==> src/rtl/kbd_autotype_arb.sv <==
// Auto-type sequencer: FIFO-buffered scancodes replayed as timed ps2_key press/release events,
// merged with live PS/2 traffic. Define AUTOTYPE_SHIFT_EN to wrap bit9 entries in a shift press.
module kbd_autotype_arb #(
  parameter int unsigned FIFO_AW      = 4,
  parameter int unsigned CNT_W        = 22,
  parameter int unsigned HOLD_CYCLES  = 640000,
  parameter int unsigned GAP_CYCLES   = 640000,
  parameter int unsigned QUIET_CYCLES = 1600000
) (
  input  logic        clk_sys,
  input  logic        reset,
  input  logic [10:0] ps2_key_in,
  input  logic [9:0]  wr_data,
  input  logic        wr_en,
  input  logic        abort,
  output logic [10:0] ps2_key_out,
  output logic        fifo_full,
  output logic        busy,
  output logic        overflow
);

  localparam int unsigned Depth     = 2 ** FIFO_AW;
  localparam logic [7:0]  ShiftCode = 8'h12;

`ifdef AUTOTYPE_SHIFT_EN
  typedef enum logic [2:0] {
    StIdle, StPress, StHold, StRelease, StGap, StShiftDn, StShiftGap, StShiftUp
  } state_e;
`else
  typedef enum logic [2:0] {StIdle, StPress, StHold, StRelease, StGap} state_e;
`endif

  state_e           state_q, state_d;
  logic [CNT_W-1:0] cnt_q, cnt_d, quiet_q, quiet_d;
  logic [FIFO_AW:0] wr_ptr_q, wr_ptr_d, rd_ptr_q, rd_ptr_d;
  logic [9:0]       mem_q [Depth];
  logic [8:0]       cur_q, cur_d;
  logic [10:0]      out_q, out_d;
  logic             tog_q, ovf_q, ovf_d;
  logic             live_evt, empty, quiet, pop, push, auto_emit;
  logic [9:0]       head, auto_key;
  logic             shift_q;

`ifdef AUTOTYPE_SHIFT_EN
  logic shift_d;
`else
  logic unused_shift_req;
  assign shift_q          = 1'b0;
  assign unused_shift_req = head[9];
`endif

  assign live_evt    = ps2_key_in[10] ^ tog_q;
  assign empty       = (wr_ptr_q == rd_ptr_q);
  assign fifo_full   = (wr_ptr_q[FIFO_AW] != rd_ptr_q[FIFO_AW]) &&
                       (wr_ptr_q[FIFO_AW-1:0] == rd_ptr_q[FIFO_AW-1:0]);
  assign head        = mem_q[rd_ptr_q[FIFO_AW-1:0]];
  assign quiet       = (quiet_q == '0);
  assign busy        = (state_q != StIdle) || !empty;
  assign overflow    = ovf_q;
  assign ps2_key_out = out_q;

  always_comb begin
    state_d   = state_q;
    cnt_d     = cnt_q;
    cur_d     = cur_q;
    pop       = 1'b0;
    auto_emit = 1'b0;
    auto_key  = '0;
`ifdef AUTOTYPE_SHIFT_EN
    shift_d   = shift_q;
`endif
    unique case (state_q)
      StIdle: begin
        if (!empty && quiet && !abort) begin
`ifdef AUTOTYPE_SHIFT_EN
          state_d = head[9] ? StShiftDn : StPress;
`else
          state_d = StPress;
`endif
        end
      end
      StPress: begin
        // Once a shift press is out, an abort must still release everything.
        if (abort) begin
          state_d = shift_q ? StRelease : StIdle;
        end else if (!live_evt) begin
          auto_emit = 1'b1;
          auto_key  = {1'b1, (shift_q ? cur_q : head[8:0])};
          if (!shift_q) begin
            pop   = 1'b1;
            cur_d = head[8:0];
          end
          cnt_d   = CNT_W'(HOLD_CYCLES - 1);
          state_d = StHold;
        end
      end
      StHold: begin
        // Leave one cycle early so the release lands HOLD_CYCLES after the press.
        if (abort || cnt_q <= CNT_W'(1)) state_d = StRelease;
        else                             cnt_d   = cnt_q - 1'b1;
      end
      StRelease: begin
        if (!live_evt) begin
          auto_emit = 1'b1;
          auto_key  = {1'b0, cur_q};
          cnt_d     = CNT_W'(GAP_CYCLES - 1);
`ifdef AUTOTYPE_SHIFT_EN
          state_d   = shift_q ? StShiftUp : StGap;
`else
          state_d   = StGap;
`endif
        end
      end
      StGap: begin
        if (abort || cnt_q == '0) state_d = StIdle;
        else                      cnt_d   = cnt_q - 1'b1;
      end
`ifdef AUTOTYPE_SHIFT_EN
      StShiftDn: begin
        if (abort) begin
          state_d = StIdle;
        end else if (!live_evt) begin
          auto_emit = 1'b1;
          auto_key  = {1'b1, 1'b0, ShiftCode};
          pop       = 1'b1;
          cur_d     = head[8:0];
          shift_d   = 1'b1;
          cnt_d     = CNT_W'(GAP_CYCLES - 1);
          state_d   = StShiftGap;
        end
      end
      StShiftGap: begin
        if (abort)               state_d = StRelease;
        else if (cnt_q == '0)    state_d = StPress;
        else                     cnt_d   = cnt_q - 1'b1;
      end
      StShiftUp: begin
        if (!live_evt) begin
          auto_emit = 1'b1;
          auto_key  = {1'b0, 1'b0, ShiftCode};
          shift_d   = 1'b0;
          cnt_d     = CNT_W'(GAP_CYCLES - 1);
          state_d   = StGap;
        end
      end
`endif
      default: state_d = StIdle;
    endcase
  end

  always_comb begin
    out_d = out_q;
    if (live_evt)       out_d = {~out_q[10], ps2_key_in[9:0]};
    else if (auto_emit) out_d = {~out_q[10], auto_key};

    quiet_d = live_evt ? CNT_W'(QUIET_CYCLES) : (quiet ? quiet_q : quiet_q - 1'b1);

    // A pop in the same cycle frees the slot, so a write on a full FIFO is still accepted.
    push     = wr_en && !abort && (!fifo_full || pop);
    wr_ptr_d = wr_ptr_q + (FIFO_AW + 1)'(push);
    rd_ptr_d = abort ? wr_ptr_q : rd_ptr_q + (FIFO_AW + 1)'(pop);
    ovf_d    = abort ? 1'b0 : (ovf_q || (wr_en && fifo_full && !pop));
  end

  always_ff @(posedge clk_sys) begin
    if (push) mem_q[wr_ptr_q[FIFO_AW-1:0]] <= wr_data;
  end

  always_ff @(posedge clk_sys or posedge reset) begin
    if (reset) begin
      state_q  <= StIdle;
      cnt_q    <= '0;
      quiet_q  <= '0;
      wr_ptr_q <= '0;
      rd_ptr_q <= '0;
      cur_q    <= '0;
      out_q    <= '0;
      tog_q    <= 1'b0;
      ovf_q    <= 1'b0;
    end else begin
      state_q  <= state_d;
      cnt_q    <= cnt_d;
      quiet_q  <= quiet_d;
      wr_ptr_q <= wr_ptr_d;
      rd_ptr_q <= rd_ptr_d;
      cur_q    <= cur_d;
      out_q    <= out_d;
      tog_q    <= ps2_key_in[10];
      ovf_q    <= ovf_d;
    end
  end

`ifdef AUTOTYPE_SHIFT_EN
  always_ff @(posedge clk_sys or posedge reset) begin
    if (reset) shift_q <= 1'b0;
    else       shift_q <= shift_d;
  end
`endif

endmodule
==> config.mk <==
export PLATFORM = sky130hd
export DESIGN_NAME = kbd_autotype_arb
export DESIGN_NICKNAME = d
export VERILOG_FILES = /design/src/rtl/kbd_autotype_arb.sv
export SDC_FILE = /design/constraint.sdc
export NUM_CORES = 1
export LEC_CHECK = 0
export BUFFER_PORTS_ARGS = -buffer_cell sky130_fd_sc_hd__buf_4
export CORE_MARGIN = 1
export CORE_UTILIZATION = 30
export CTS_CLUSTER_DIAMETER = 60
export DETAILED_ROUTE_END_ITERATION = 12
export SLEW_MARGIN = 30
export SYNTH_ARGS = -nofsm -noshare
export SYNTH_HDL_FRONTEND = slang
export SYNTH_SLANG_ARGS = --single-unit
==> constraint.sdc <==
create_clock -name clk_sys -period 6.2 [get_ports clk_sys]
set_input_delay 0.31 -clock clk_sys [delete_from_list [all_inputs] [get_ports clk_sys]]
set_output_delay 0.31 -clock clk_sys [all_outputs]
set_load 0.1 [all_outputs]
==> out/summary.json <==
{
  "num_antenna_cells": 0,
  "finalHoldViolCount": 21,
  "post_cts.repair.setup_buffers": 0,
  "setup.worst_path.end_class": "register",
  "post_cts_hold_buffer_count": 2,
  "finalMaxSlewViolations": 0,
  "count_of_flip_flops_with_a_built_in_enable_after_synthesis": 144,
  "clock_sink_count": 223,
  "total_power_after_layout_w": 0.00468,
  "timing.critical_path.from_type": "register",
  "h-tree-depth": 1,
  "crit_arrival_ns": 3.52,
  "worstReg2RegStart": "rd_ptr_q[1]$_DFF_PP0_",
  "clk-insertion-delay-late_ns": 0.52,
  "failed_checks": "hold timing",
  "hold_ws_ns": -0.0163,
  "syn_area_um2": 9730,
  "cts-root-to-sink-buffers": 3,
  "vias": 5832,
  "timing.rr.end": "mem_q[6][3]$_DFFE_PP_",
  "cap_violations": 0,
  "report.final.setup_viol": 0,
  "fin_area_um2": 11200,
  "cts_made_buffers": 23,
  "drc_errors": 0,
  "place_ws_ns": 2.63,
  "post_drt_via_cell_ratio": 5.12,
  "timing.final.crit_share": 0.546,
  "power_density_nw_per_um2": 417,
  "grt_setup_unrepaired": "no",
  "finClkSkew_ns": 0.00998,
  "ff2ff_setup_slack_ns": 2.82,
  "number_of_warnings_printed_during_yosys_synthesis": 0,
  "worst_setup_hold_path_clk_slew_ns": 0.06,
  "ys_types": 57,
  "num_rows": 65,
  "post-route-worst-setup-slack_ns": 2.82,
  "die_w_um": 182,
  "cell_area_after_placement_um2": 10500,
  "max_freq_ghz": 0.296,
  "regArea_um2": 6310,
  "die_ar_um2": 33100,
  "design.portCount": 39,
  "routabilityCongestion": 0.772,
  "fillerInstances": 3030,
  "die_height_um": 182,
  "power.leakage_nw": 3.95,
  "dp_hpwl_um": 12900,
  "buffer_ports.inserted": 37,
  "synth_ff_type": "sky130_fd_sc_hd__edfxtp_1",
  "drt-initial-drc-count": 486,
  "timing.critical_path.required_ns": 6.34,
  "layout-area-overhead-vs-synth_pct": 15.5,
  "grt_start_max_net_pins": 80,
  "initial_cell_density_of_the_core": 0.307,
  "ant_nets": 0,
  "grt_overflow_total": 0,
  "final_cell_mix": "sky130_fd_sc_hd__edfxtp_1 (144), sky130_fd_sc_hd__dfrtp_1 (77), sky130_fd_sc_hd__nand2_1 (52)",
  "layout-drive-gt1-share": 0.182,
  "ys_seq_area_frac": 0.648,
  "final.setup.tns_ns": 0,
  "multiInputGateArea_um2": 3280,
  "worst_slew_pin_slew_ns": 0.960,
  "final_common_cell": "sky130_fd_sc_hd__edfxtp_1",
  "core_area_um2": 31700,
  "iteration_count_of_the_initial_detailed_routing_pass": 5,
  "ff2ff_path_depth": 6,
  "syn_nets": 709,
  "cts_root_buffer": "sky130_fd_sc_hd__clkbuf_16",
  "grt_first_pass_wirelength_um": 33000,
  "ys_seq_elements": 223,
  "result_of_the_run": "complete, but fails checks",
  "cts.repair.resized": 0,
  "finish.net_count": 755,
  "grt_antenna_before_repair": 0,
  "cts_tree": "done",
  "post_syn_instances": 676,
  "power.ir.vdd_worst_uv": 214,
  "path_max_fanout": 39,
  "postRouteWirelength_um": 20700,
  "async_flop_share": 0.354,
  "grt_pass1_vias": 5809,
  "grt_use_total": 0.127,
  "drt-wirelength-per-cell_um": 18.2,
  "worstHoldPathType": "in -> async",
  "relSlewSlack": 0.360,
  "period_minus_slack_ns": 3.38,
  "timing.setup.critical_path_class": "reg -> reg",
  "avgSynthCellArea_um2": 14.4
}
how the worst max path moves through the flow:
stage                          start               endpoint
2_1_floorplan  wr_ptr_q[1]$_DFF_PP0_  mem_q[0][0]$_DFFE_PP_
3_3_place_gp   rd_ptr_q[0]$_DFF_PP0_  mem_q[5][1]$_DFFE_PP_
3_5_place_dp   rd_ptr_q[0]$_DFF_PP0_  mem_q[6][0]$_DFFE_PP_
4_1_cts        rd_ptr_q[0]$_DFF_PP0_  mem_q[6][6]$_DFFE_PP_
5_1_grt        rd_ptr_q[1]$_DFF_PP0_  mem_q[6][6]$_DFFE_PP_
6_report       rd_ptr_q[1]$_DFF_PP0_  mem_q[6][3]$_DFFE_PP_
critical path: stages, from the launching register on:
cell	delay, ns
sky130_fd_sc_hd__dfrtp_2	0.33
sky130_fd_sc_hd__buf_4	0.53
sky130_fd_sc_hd__xor2_1	0.20
sky130_fd_sc_hd__nor4_1	0.12
sky130_fd_sc_hd__a311o_1	0.60
sky130_fd_sc_hd__or3b_1	0.49
sky130_fd_sc_hd__nor2_1	0.72
registers in the layout, indices dropped and copies added (netlist names):
register and count:
overflow 1, tog_q 1, cur_q 9, mem_q 144
state_q 3, rd_ptr_q 5, cnt_q 22, quiet_q 22
ps2_key_out 11, wr_ptr_q 5
cell type report:
cell class | count | area share
inverter | 9 | 0.00312
clock inverter | 9 | 0.00702
clock buffer | 31 | 0.0548
multi-input combinational | 411 | 0.292
timing repair buffer | 54 | 0.0369
tap | 402 | 0.0448
sequential | 223 | 0.561
through the flow:
step,utilization,std cells
2_1_floorplan,-,676
3_3_place_gp,0.331,1097
3_5_place_dp,0.332,1097
4_1_cts,0.354,1139
5_1_grt,0.354,1139
6_report,0.354,1139
report_power, final:
part,switching [W],internal [W],total (W)
Sequential,0.000267,0.00180,0.00206
Combinational,0.000787,0.000527,0.00131
Clock,0.000565,0.000739,0.00130
Total,0.00162,0.00306,0.00468
kinds of logic (layout without fill, tap and decap cells):
group,Yosys count,after routing,share of synthesized area
flops,223,223,0.648
simple gates,219,219,0.124
compound gates,102,102,0.0719
mux,59,59,0.107
buf+inv,42,103,0.0184
xor+xnor,23,23,0.0207
fa+ha+maj,8,8,0.0103
cells in the mapped netlist, types with 5 or more instances:
cell type	instances	area, um^2
sky130_fd_sc_hd__edfxtp_1	144	4320
sky130_fd_sc_hd__dfrtp_1	79	1980
sky130_fd_sc_hd__nand2_1	52	195
sky130_fd_sc_hd__nor2_1	40	150
sky130_fd_sc_hd__mux4_2	36	811
sky130_fd_sc_hd__nor3_1	27	135
sky130_fd_sc_hd__a21oi_1	21	105
sky130_fd_sc_hd__mux2i_1	21	210
sky130_fd_sc_hd__clkbuf_1	20	75.1
sky130_fd_sc_hd__o21ai_0	17	85.1
sky130_fd_sc_hd__or4_1	16	120
sky130_fd_sc_hd__xor2_1	12	105
sky130_fd_sc_hd__nand2b_1	11	68.8
sky130_fd_sc_hd__nand3_1	11	55.1
sky130_fd_sc_hd__xnor2_1	11	96.3
sky130_fd_sc_hd__or3_1	10	62.6
sky130_fd_sc_hd__a222oi_1	9	90.1
sky130_fd_sc_hd__inv_1	9	33.8
sky130_fd_sc_hd__nor4_1	9	56.3
sky130_fd_sc_hd__o22a_1	9	78.8
sky130_fd_sc_hd__buf_2	8	40.0
sky130_fd_sc_hd__ha_1	8	100
sky130_fd_sc_hd__o21ai_1	8	40.0
sky130_fd_sc_hd__and4_1	7	61.3
sky130_fd_sc_hd__a211oi_1	6	45.0
sky130_fd_sc_hd__a31oi_1	6	37.5
sky130_fd_sc_hd__nand4b_1	5	43.8
sky130_fd_sc_hd__o41ai_1	5	43.8
metal layers:
metal	part of all wire	vias to the layer above	GRT usage
met4	0.014	0	0.0239
met1	0.48	2930	0.187
met5	0	-	0
li1	-	2748	-
met2	0.45	134	0.196
met3	0.051	20	0.0229
No activity file was read; power rests on OpenSTA's default activity.
